[config.mk]
export PLATFORM = sky130hd
export DESIGN_NAME = writeback_unit
export DESIGN_NICKNAME = d
export VERILOG_FILES = /design/src/rtl/writeback_unit.sv
export SDC_FILE = /design/constraint.sdc
export NUM_CORES = 1
export LEC_CHECK = 0
export ABC_AREA = 1
export BUFFER_PORTS_ARGS = -buffer_cell sky130_fd_sc_hd__buf_2
export CAP_MARGIN = 0
export CORE_ASPECT_RATIO = 1.1
export CORE_MARGIN = 2
export CORE_UTILIZATION = 50
export DETAILED_ROUTE_END_ITERATION = 10
export PLACE_DENSITY = 0.86
export SLEW_MARGIN = 20
export SYNTH_ARGS = -nofsm -noshare
export SYNTH_HDL_FRONTEND = slang
export SYNTH_SLANG_ARGS = --single-unit
[constraint.sdc]
create_clock -name clk -period 2.2 [get_ports clk]
set_input_delay 0.33 -clock clk [delete_from_list [all_inputs] [get_ports clk]]
set_output_delay 0.33 -clock clk [all_outputs]
set_load 0.01 [all_outputs]
[src/rtl/writeback_unit.sv]
// writeback_unit: RISC-V writeback stage (ALU/link/load writes, load extension, pending-write scoreboard); ports: clk, reset, in_* from MEM, mem_* load data, issue_* from decode, reg_write/rs_write/data_write to regfile, pending, err
module writeback_unit #(
  parameter int XLEN = 32,
  parameter int MEM_TIMEOUT = 15
) (
  input  logic            clk,
  input  logic            reset,
  input  logic            in_valid,
  output logic            in_ready,
  input  logic [4:0]      in_rd,
  input  logic [1:0]      in_sel,
  input  logic [XLEN-1:0] in_alu,
  input  logic [XLEN-1:0] in_pc4,
  input  logic [2:0]      in_funct3,
  input  logic [1:0]      in_addr_lo,
  input  logic            mem_rvalid,
  input  logic [XLEN-1:0] mem_rdata,
  input  logic            issue_valid,
  input  logic [4:0]      issue_rd,
  output logic            reg_write,
  output logic [4:0]      rs_write,
  output logic [XLEN-1:0] data_write,
  output logic [XLEN-1:0] pending,
  output logic [2:0]      err
);
  typedef enum logic {IDLE, WAIT_MEM} state_t;
  state_t r_state, w_state;
  logic [7:0] r_cnt, w_cnt;
  logic [4:0] r_rd, r_wrd, w_wrd, w_clr_rd;
  logic [2:0] r_f3, r_err, w_err;
  logic [1:0] r_lo;
  logic r_we, w_we, w_clr, w_mis, w_bad;
  logic [XLEN-1:0] r_wd, w_wd, w_ext, r_pend, w_set, w_clrm;
  logic [7:0] w_byte;
  logic [15:0] w_half;
  assign in_ready = r_state == IDLE;
  assign w_byte = mem_rdata[{r_lo, 3'b000} +: 8];
  assign w_half = r_lo[1] ? mem_rdata[31:16] : mem_rdata[15:0];
  assign w_mis = (r_f3[1:0] == 2'b01 && r_lo[0]) || (r_f3 == 3'b010 && r_lo != 2'b00);
  assign w_bad = r_f3 == 3'b011 || r_f3[2:1] == 2'b11;
  assign w_ext = r_f3 == 3'b000 ? {{24{w_byte[7]}}, w_byte} :
                 r_f3 == 3'b100 ? {24'b0, w_byte} :
                 r_f3 == 3'b001 ? {{16{w_half[15]}}, w_half} :
                 r_f3 == 3'b101 ? {16'b0, w_half} : mem_rdata;
  // A suppressed completion still clears its scoreboard bit; a same-edge issue wins.
  assign w_set = (issue_valid && issue_rd != 5'd0) ? XLEN'(1) << issue_rd : '0;
  assign w_clrm = w_clr ? XLEN'(1) << w_clr_rd : '0;
  always_comb begin
    w_state = r_state;
    w_cnt = r_cnt;
    w_we = 1'b0;
    w_wd = r_wd;
    w_wrd = r_wrd;
    w_clr = 1'b0;
    w_clr_rd = r_rd;
    w_err = r_err;
    if (r_state == IDLE) begin
      if (mem_rvalid) w_err[2] = 1'b1;
      if (in_valid && in_sel == 2'b01) begin
        w_state = WAIT_MEM;
        w_cnt = 8'd0;
      end else if (in_valid) begin
        w_clr = 1'b1;
        w_clr_rd = in_rd;
        w_wrd = in_rd;
        w_wd = in_sel[1] ? in_pc4 : in_alu;
        w_we = in_sel != 2'b11 && in_rd != 5'd0;
        if (in_sel == 2'b11) w_err[1] = 1'b1;
      end
    end else if (mem_rvalid) begin
      w_state = IDLE;
      w_clr = 1'b1;
      w_wrd = r_rd;
      w_wd = w_ext;
      w_we = !w_mis && !w_bad && r_rd != 5'd0;
      w_err[0] = r_err[0] | w_mis;
      w_err[1] = r_err[1] | w_bad;
    end else if (r_cnt == 8'(MEM_TIMEOUT - 1)) begin
      w_state = IDLE;
      w_clr = 1'b1;
      w_err[2] = 1'b1;
    end else begin
      w_cnt = r_cnt + 8'd1;
    end
  end
  always_ff @(posedge clk) begin
    if (reset) begin
      r_state <= IDLE;
      r_cnt <= '0;
      r_rd <= '0;
      r_f3 <= '0;
      r_lo <= '0;
      r_we <= 1'b0;
      r_wrd <= '0;
      r_wd <= '0;
      r_pend <= '0;
      r_err <= '0;
    end else begin
      r_state <= w_state;
      r_cnt <= w_cnt;
      r_we <= w_we;
      r_err <= w_err;
      r_pend <= (r_pend & ~w_clrm) | w_set;
      if (in_valid && in_ready) begin
        r_rd <= in_rd;
        r_f3 <= in_funct3;
        r_lo <= in_addr_lo;
      end
      if (w_we) begin
        r_wrd <= w_wrd;
        r_wd <= w_wd;
      end
    end
  end
  assign reg_write = r_we;
  assign rs_write = r_wrd;
  assign data_write = r_wd;
  assign pending = r_pend;
  assign err = r_err;
endmodule

==> run_results.csv, run 1 <==
group,metric,value,unit
run_status,status,"completed",
synth,syn_avg_cell_area,6.45,µm²
drt,dr.pass1.iters,5,
synth,synthSimpleGateAreaFrac,28.0,%
worst_setup_path,r2r-start,"r_cnt[0]$_SDFFE_PP0P_",
worst_hold_path,hp-start,"in_funct3[2]",
grt,grt_pass1_vias,5636,
floorplan,die_width,101,µm
final_layout,ff_latch_area,1840,µm²
clocking,clk_pin_slew,0.07,ns
worst_hold_path,min_to,"r_f3[2]$_SDFFE_PP0P_",
timing,layout_setup_ws,0.302,ns
synth,synthesis.nets,925,
clocking,clkLatencyLatePin,0.35,ns
synth,synth-seq-cells,92,
synth,synthAdderAreaFrac,0.482,%
pwr,p_leak,3.05,nW
worst_setup_path,start_kind,"register",
floorplan,die_area,11200,µm²
timing,final_hold_viol_count,0,
clocking,postCtsSetupRepairBufs,0,
drt,viasPerCell,5.53,
placed_design,portBuffers,191,
pwr,vdd_drop_max,0.358,mV
synth,synth_compound_area_share,26.5,%
placed_design,dp.cells,1087,
worst_setup_path,r2r_slack,0.31,ns
worst_setup_path,path_buf_inv,4,
synth,syn_inst,805,
final_layout,fill_cells,988,
final_layout,layout-drive-gt1-share,26.3,%
worst_setup_path,cp.required,1.87,ns
synth,synth_xor_area_share,0.337,%
synth,synth_top_family_by_area,"simple AND/OR/NAND/NOR gates",
clocking,cts_resized,0,
worst_setup_path,path_class,"reg -> out",
clocking,root_buffer,"clkbuf_16",
worst_hold_path,min-delay-path-class,"in -> reg",
clocking,clkSinkCount,92,
timing,fin_hold_ws,0.274,ns
drt,drc,0,
synth,yosysWarningCount,0,
worst_setup_path,worstRegToRegCells,9,
timing,slew_headroom,63.9,%
floorplan,initial_core_util,50.7,%
worst_setup_path,path_common_cell,"buf_4",
drt,drt_iter0_markers,379,
worst_setup_path,slowest_delay,0.35,ns
worst_hold_path,min_path_cells,3,
timing,fin_skew,0.00982,ns
placed_design,gp_congestion,0.970,
drt,wl_per_cell,15.1,µm
clocking,tritoncts,"done",
worst_setup_path,arrival,1.57,ns
synth,ys_types,36,
floorplan,row_count,39,
worst_setup_path,end_kind,"primary output",
grt,grt_start_max_net_pins,43,
synth,synth.cell_area,5190,µm²
worst_setup_path,cp_top_family,"buffers and inverters",
synth,ys_seq_area_share,35.5,%
timing,setup_viol,0,
final_layout,fin_area,6460,µm²
floorplan,die_h,111,µm
placed_design,dp_hpwl,12400,µm
drt,ant_nets,0,
timing,tns,0,ns
timing,fin_crit,1.90,ns
synth,synth.area.mux_share,0,%
clocking,hold_buffers,0,
timing,tightestPinTransition,0.537,ns
timing,max_freq,527,MHz
grt,overflow,0,
clocking,htree_levels,3,
drt,wl,16700,µm
floorplan,ioPinCount,192,
final_layout,nets,1095,
worst_setup_path,timing.rr.end,"pending[8]$_SDFF_PP0_",
synth,synth_area_leaders,"dfxtp_1 (35%), nand2_1 (11%), a21oi_1 (11%)",
clocking,cts_buffer_depth,2,
worst_setup_path,crit_chain,"buf_4 > inv_1 > buf_4 > buf_2",
synth,synth_top_area_share,35.5,%
timing,period_share,86.3,%
grt,grt.total_usage,29.9,%
worst_setup_path,critPathSlowestCell,"buf_4",
grt,grt_pass1_wl,27000,µm
timing,rsz0062_at_grt,"false",
worst_setup_path,cp_max_fo,38,
pwr,pwr_density_cell,643,nW/µm²
synth,synth_flop_cell,"dfxtp_1",
synth,synth_area_leader_cell,"dfxtp_1",
placed_design,place_area,6180,µm²
timing,drv_slew,0,
floorplan,coreArea,10200,µm²
final_layout,instances_no_fill,1103,
clocking,cts_buffers,9,
job,cap_violations,0,
final_layout,multi_input_area,2870,µm²
synth,synth_edf_count,0,
placed_design,preCtsSetupSlack,0.315,ns
final_layout,syn_to_final_growth,24.4,%
drt,vias,6105,
synth,async_flop_share,0,%
grt,grt_antenna_before_repair,1,
==> tightest hold or removal path, stage by stage <==
cell and delay (ns):
buf_2 0.07, o21ai_0 0.07, a21oi_1 0.10
==> Yosys cell counts, types with 4 or more instances <==
master / instances
buf_6: 6
nor2_1: 75
nor3_1: 5
a211oi_1: 4
nand2_1: 159
nand3_1: 75
nand2_2: 5
inv_2: 12
nor4_1: 4
a21oi_1: 113
dfxtp_1: 92
o21ai_1: 54
clkbuf_1: 30
o21ai_0: 78
buf_2: 12
inv_1: 46
==> cell usage in the layout, fill, tap and decap left out, types with 3 or more instances in the layout <==
master / n
o21ai_1: 54
nand3_1: 75
buf_2: 191
a31oi_1: 3
nand2_1: 159
a21oi_1: 113
inv_1: 46
nand4_1: 3
nor2_1: 75
nor2_2: 3
dfxtp_1: 92
inv_2: 12
a211oi_1: 4
clkbuf_16: 9
nand2_2: 5
o21ai_0: 78
buf_4: 18
or2_2: 3
o211ai_1: 3
nor3_1: 5
nor4_1: 4
==> logic make-up (layout without fill, tap and decap cells) <==
| family | after synthesis | count (layout) |
|---|---|---|
| and+or+nand+nor | 337 | 337 |
| AOI/OAI and AO/OA | 263 | 263 |
| buffers and inverters | 109 | 283 |
| DFF | 92 | 92 |
| adders and majority gates | 2 | 2 |
| xor gates and xnor gates | 2 | 2 |
| other | 0 | 1 |
==> through the flow <==
step	power [mW]	utilization (%)
2_1_floorplan	2.39	-
3_3_place_gp	2.70	60.3
3_5_place_dp	2.71	60.3
4_1_cts	4.16	63.0
5_1_grt	4.33	63.1
6_report	4.15	63.1
==> routing by layer <==
layer	GRT usage (%)	wire, µm	vias up
li1	-	-	3053
met1	36.7	6650	2725
met2	49.0	8060	280
met3	7.19	1370	47
met4	13.5	620	0
met5	0	0	-
==> final cells by class <==
cell class,count,area share (%)
multi-input combinational,604,44.5
sequential,92,28.5
timing repair buffer,209,16.9
clock buffer,10,3.70
antenna,1,0.0387
tap,123,2.38
clock inverter,5,0.562
inverter,59,3.47
==> how the worst max path moves through the flow <==
| stage | start | to | slack (ns) | depth (start not counted) |
|---|---|---|---|---|
| after CTS | r_state$_SDFF_PP0_ | in_ready | 0.31 | 4 |
| after global placement | in_valid | pending[1]$_SDFF_PP0_ | 0.40 | 10 |
| after detailed placement | in_valid | pending[17]$_SDFF_PP0_ | 0.31 | 10 |
| final | r_state$_SDFF_PP0_ | in_ready | 0.30 | 4 |
| after floorplan | r_cnt[0]$_SDFFE_PP0P_ | r_cnt[5]$_SDFFE_PP0P_ | 0.62 | 9 |
| after global routing | r_cnt[0]$_SDFFE_PP0P_ | pending[8]$_SDFF_PP0_ | 0.08 | 9 |
==> state kept, by name, indices dropped and copies added (netlist names), 2 cells and up <==
signal,count
data_write,32
err,3
pending,32
r_cnt,8
r_f3,3
r_lo,2
r_rd,5
rs_write,5
==> power by group <==
| part | internal [mW] | switching (mW) | leakage [nW] | total [mW] |
|---|---|---|---|---|
| sequential | 1.75 | 0.0512 | 0.752 | 1.80 |
| combinational | 0.324 | 0.562 | 2.16 | 0.887 |
| clock | 0.795 | 0.673 | 0.139 | 1.47 |
Note: power is estimated with default switching activity, not from simulation.
==> run 2, diff against run 1 <==
==> constraint.sdc (replaced) <==
create_clock -name clk -period 2 [get_ports clk]
set_input_delay 0.3 -clock clk [delete_from_list [all_inputs] [get_ports clk]]
set_output_delay 0.3 -clock clk [all_outputs]
set_load 0.01 [all_outputs]
==> run_results.csv, run 2 (same netlist as run 1, synthesis figures left out) <==
group,metric,value,unit
run_status,status,"completed",
grt,grt.total_usage,30.4,%
grt,grt_pass1_vias,5775,
drt,drt_iter0_markers,381,
placed_design,dp_hpwl,12200,µm
pwr,power_frac_comb,20.8,%
grt,overflow,0,
timing,fin_crit,1.86,ns
final_layout,utilization,63.3,%
worst_setup_path,path_class,"reg -> out",
timing,period_share,93.1,%
worst_setup_path,start_kind,"register",
final_layout,layout-drive-gt1-share,26.3,%
drt,drc,0,
pwr,p_seq_share,42.5,%
timing,drv_slew,0,
final_layout,nets,1095,
clocking,htree_levels,3,
floorplan,die_width,101,µm
floorplan,die_area,11200,µm²
floorplan,row_count,39,
drt,dr.pass1.iters,7,
pwr,p_int,3.25,mW
timing,setup_viol,0,
drt,wl,16300,µm
drt,vias,6035,
worst_hold_path,min-delay-path-class,"in -> reg",
drt,ant_nets,0,
timing,slew_headroom,62.0,%
grt,grt_antenna_before_repair,0,
worst_setup_path,cp.required,1.70,ns
final_layout,layout_commonest_cell,"buf_2",
clocking,postCtsSetupRepairBufs,0,
placed_design,portBuffers,191,
timing,max_freq,537,MHz
pwr,clock_power_share,36.7,%
timing,tightestPinTransition,0.568,ns
pwr,p_sw,1.41,mW
timing,tns,0,ns
drt,wl_per_cell,14.8,µm
clocking,clkLatencyLatePin,0.35,ns
timing,rsz0062_at_grt,"false",
final_layout,final_cell_mix,"buf_2 (191), nand2_1 (159), a21oi_1 (113)",
timing,final_hold_viol_count,0,
placed_design,gp_congestion,0.981,
clocking,root_buffer,"clkbuf_16",
pwr,p_leak,3.06,nW
grt,grt_start_max_net_pins,49,
pwr,swShare,30.3,%
clocking,clk_pin_slew,0.07,ns
clocking,cts_buffers,9,
final_layout,antenna_cells,0,
clocking,cts_buffer_depth,2,
final_layout,syn_to_final_growth,25.0,%
clocking,hold_buffers,0,
pwr,pwr_density_cell,718,nW/µm²
clocking,clkSinkCount,92,
drt,viasPerCell,5.48,
worst_setup_path,arrival,1.56,ns
floorplan,ioPinCount,192,
pwr,vdd_drop_max,0.489,mV
timing,fin_skew,0.00817,ns
floorplan,coreArea,10200,µm²
clocking,tritoncts,"done",
job,cap_violations,0,
worst_setup_path,cp_max_fo,38,
worst_setup_path,end_kind,"primary output",
floorplan,die_h,111,µm
floorplan,initial_core_util,50.7,%
grt,grt_pass1_wl,27500,µm
pwr,power.total,4.66,mW
## run 2: final timing paths
path                          from  depth (start not counted)  slack [ns]                    end
max reg2reg  r_cnt[0]$_SDFFE_PP0P_                          9        0.20  pending[8]$_SDFF_PP0_
min                   in_funct3[1]                          3        0.24   r_f3[1]$_SDFFE_PP0P_
min reg2reg  pending[0]$_SDFF_PP0_                          2        0.45  pending[0]$_SDFF_PP0_
max             r_state$_SDFF_PP0_                          4        0.14               in_ready
## run 2: power groups by stage
stage	Clock [mW]	Sequential, mW	Combinational [mW]
2_1_floorplan	0	2.05	0.582
3_3_place_gp	0	2.02	0.945
3_5_place_dp	0	2.02	0.961
4_1_cts	1.72	1.98	0.966
5_1_grt	1.83	1.99	1.09
6_report	1.71	1.98	0.972
## run 2: per-stage QoR
stage	worst slack (ns)	instances	hold slack, ns	area [µm²]
3_3_place_gp	0.256	1087	0.435	6200
3_5_place_dp	0.176	1087	0.438	6200
4_1_cts	0.137	1102	0.236	6490
5_1_grt	0.000242	1102	0.266	6490
2_1_floorplan	0.415	805	0.460	5190
6_report	0.138	1102	0.240	6490
## run 2: repair_timing
action,CTS,global route
endpoints found under the hold margin,0,0
gates resized for setup,0,1
endpoints found under the setup margin,0,13
## run 2: area by class of cell
| cell class | instances | area [µm²] |
|---|---|---|
| inverters | 59 | 224 |
| clock buffers | 10 | 229 |
| flip-flops and latches | 92 | 1840 |
| multi-input cells | 604 | 2880 |
| clock inverters | 5 | 61.3 |
| fillers | 985 | 3760 |
| repair buffers | 209 | 1100 |
| well taps | 123 | 154 |
## run 2: per-layer routing
layer / wire [µm] / vias up / global-route usage (%)
met5: 0 / - / 0
met4: 555 / 0 / 12.4
met3: 1320 / 42 / 7.82
met2: 7870 / 272 / 49.4
met1: 6520 / 2670 / 37.8
li1: - / 3051 / -
## run 2: worst max-delay path, stage by stage (launching register included)
cell	delay, ns
dfxtp_1	0.32
buf_4	0.22
inv_1	0.09
buf_4	0.35
buf_2	0.21
==> run 3, diff against run 2 <==
--- a/config.mk
+++ b/config.mk
@@ -6,7 +6,7 @@
 export NUM_CORES = 1
 export LEC_CHECK = 0
 export ABC_AREA = 1
-export BUFFER_PORTS_ARGS = -buffer_cell sky130_fd_sc_hd__buf_2
+export BUFFER_PORTS_ARGS = -buffer_cell sky130_fd_sc_hd__buf_4
 export CAP_MARGIN = 0
 export CORE_ASPECT_RATIO = 1.1
 export CORE_MARGIN = 2
==> run_results.csv, run 3 (same netlist as run 1, synthesis figures left out) <==
group,metric,value,unit
timing,fin_skew,0.00786,ns
floorplan,coreArea,10200,µm²
grt,grt_pass1_vias,5755,
grt,grt_pass1_wl,27400,µm
timing,fin_crit,1.86,ns
placed_design,dp_hpwl,12700,µm
worst_setup_path,end_kind,"primary output",
pwr,pwr_density_cell,686,nW/µm²
worst_setup_path,cp_max_fo,23,
worst_setup_path,slowest_delay,0.35,ns
final_layout,final_cell_mix,"buf_4 (209), nand2_1 (158), a21oi_1 (113)",
clocking,clkSinkCount,92,
worst_setup_path,arrival,1.56,ns
clocking,tritoncts,"done",
clocking,clkLatencyLatePin,0.34,ns
pwr,vdd_drop_max,0.443,mV
final_layout,syn_to_final_growth,34.5,%
timing,fin_hold_ws,0.236,ns
drt,drc,0,
worst_setup_path,path_common_cell,"buf_4",
worst_setup_path,start_kind,"register",
grt,grt_antenna_before_repair,0,
clocking,cts_buffer_depth,2,
worst_setup_path,cp.required,1.70,ns
clocking,hold_buffers,0,
final_layout,layout_commonest_cell,"buf_4",
drt,drt_iter0_markers,353,
placed_design,gp_congestion,0.938,
job,cap_violations,0,
floorplan,initial_core_util,50.7,%
grt,grt.total_usage,30.2,%
worst_setup_path,path_class,"reg -> out",
final_layout,layout-drive-gt1-share,26.6,%
drt,dr.pass1.iters,6,
timing,setup_viol,0,
timing,final_hold_viol_count,0,
worst_setup_path,r2r_slack,0.15,ns
worst_setup_path,path_buf_inv,4,
grt,grt_start_max_net_pins,43,
final_layout,antenna_cells,0,
placed_design,portBuffers,191,
grt,overflow,0,
drt,vias,6090,
drt,viasPerCell,5.52,
drt,wl,16900,µm
clocking,htree_levels,3,
timing,period_share,93.0,%
timing,max_freq,538,MHz
timing,tns,0,ns
clocking,root_buffer,"clkbuf_16",
timing,slew_headroom,63.1,%
drt,ant_nets,0,
worst_hold_path,min-delay-path-class,"in -> reg",
clocking,clk_pin_slew,0.07,ns
floorplan,die_width,101,µm
clocking,cts_buffers,9,
worst_setup_path,crit_chain,"buf_4 > inv_1 > buf_4 > buf_4",
floorplan,row_count,39,
floorplan,die_area,11200,µm²
worst_setup_path,cp_top_family,"buffers and inverters",
pwr,p_leak,3.17,nW
final_layout,utilization,68.2,%
final_layout,nets,1096,
timing,drv_slew,0,
drt,wl_per_cell,15.3,µm
floorplan,ioPinCount,192,
floorplan,die_h,111,µm
worst_setup_path,critPathSlowestCell,"dfxtp_1",
timing,tightestPinTransition,0.553,ns
run_status,status,"completed",
timing,rsz0062_at_grt,"false",
[run 3: where the power goes]
part | internal, mW | switching [mW] | leakage, nW
sequential | 1.92 | 0.0614 | 0.752
combinational | 0.461 | 0.618 | 2.27
clock | 0.975 | 0.757 | 0.143
total | 3.36 | 1.44 | 3.17
[run 3: layout make-up]
type / instances / area [µm²]
repair buffers: 210 / 1590
inverters: 59 / 224
multi-input cells: 604 / 2880
clock inverters: 7 / 75.1
well taps: 123 / 154
flip-flops and latches: 92 / 1840
fillers: 915 / 3260
clock buffers: 9 / 225
[run 3: path summary, 6_finish.rpt]
kind	endpoint	cells past startpoint	from
max	in_ready	4	r_state$_SDFF_PP0_
min reg2reg	pending[0]$_SDFF_PP0_	2	pending[0]$_SDFF_PP0_
max reg2reg	pending[17]$_SDFF_PP0_	9	r_cnt[0]$_SDFFE_PP0P_
min	r_lo[0]$_SDFFE_PP0P_	3	in_addr_lo[0]
[run 3: timing repair]
item                                    CTS  global route
endpoints found under the setup margin    0            15
buffers inserted                          0             0
resized for setup                         0             2
[run 3: worst min-delay path: cells and delay by family]
kind	cells	cell delay (ns)
compound gates	2	0.17
buf+inv	1	0.07
[run 3: stage by stage]
stage | cells | area [µm²] | setup WS (ns) | power (mW)
6_report | 1104 | 6990 | 0.140 | 4.80
3_5_place_dp | 1088 | 6680 | 0.164 | 3.08
2_1_floorplan | 805 | 5190 | 0.415 | 2.63
3_3_place_gp | 1088 | 6680 | 0.247 | 3.07
5_1_grt | 1104 | 6990 | 0.0144 | 5.00
4_1_cts | 1104 | 6980 | 0.127 | 4.79
[run 3: per-layer routing]
metal,GRT usage [%],vias to the layer above,part of all wire [%]
li1,-,3054,-
met5,0,-,0
met4,10.8,0,2.5
met3,7.12,36,8.7
met1,36.9,2705,39
met2,51.1,295,50
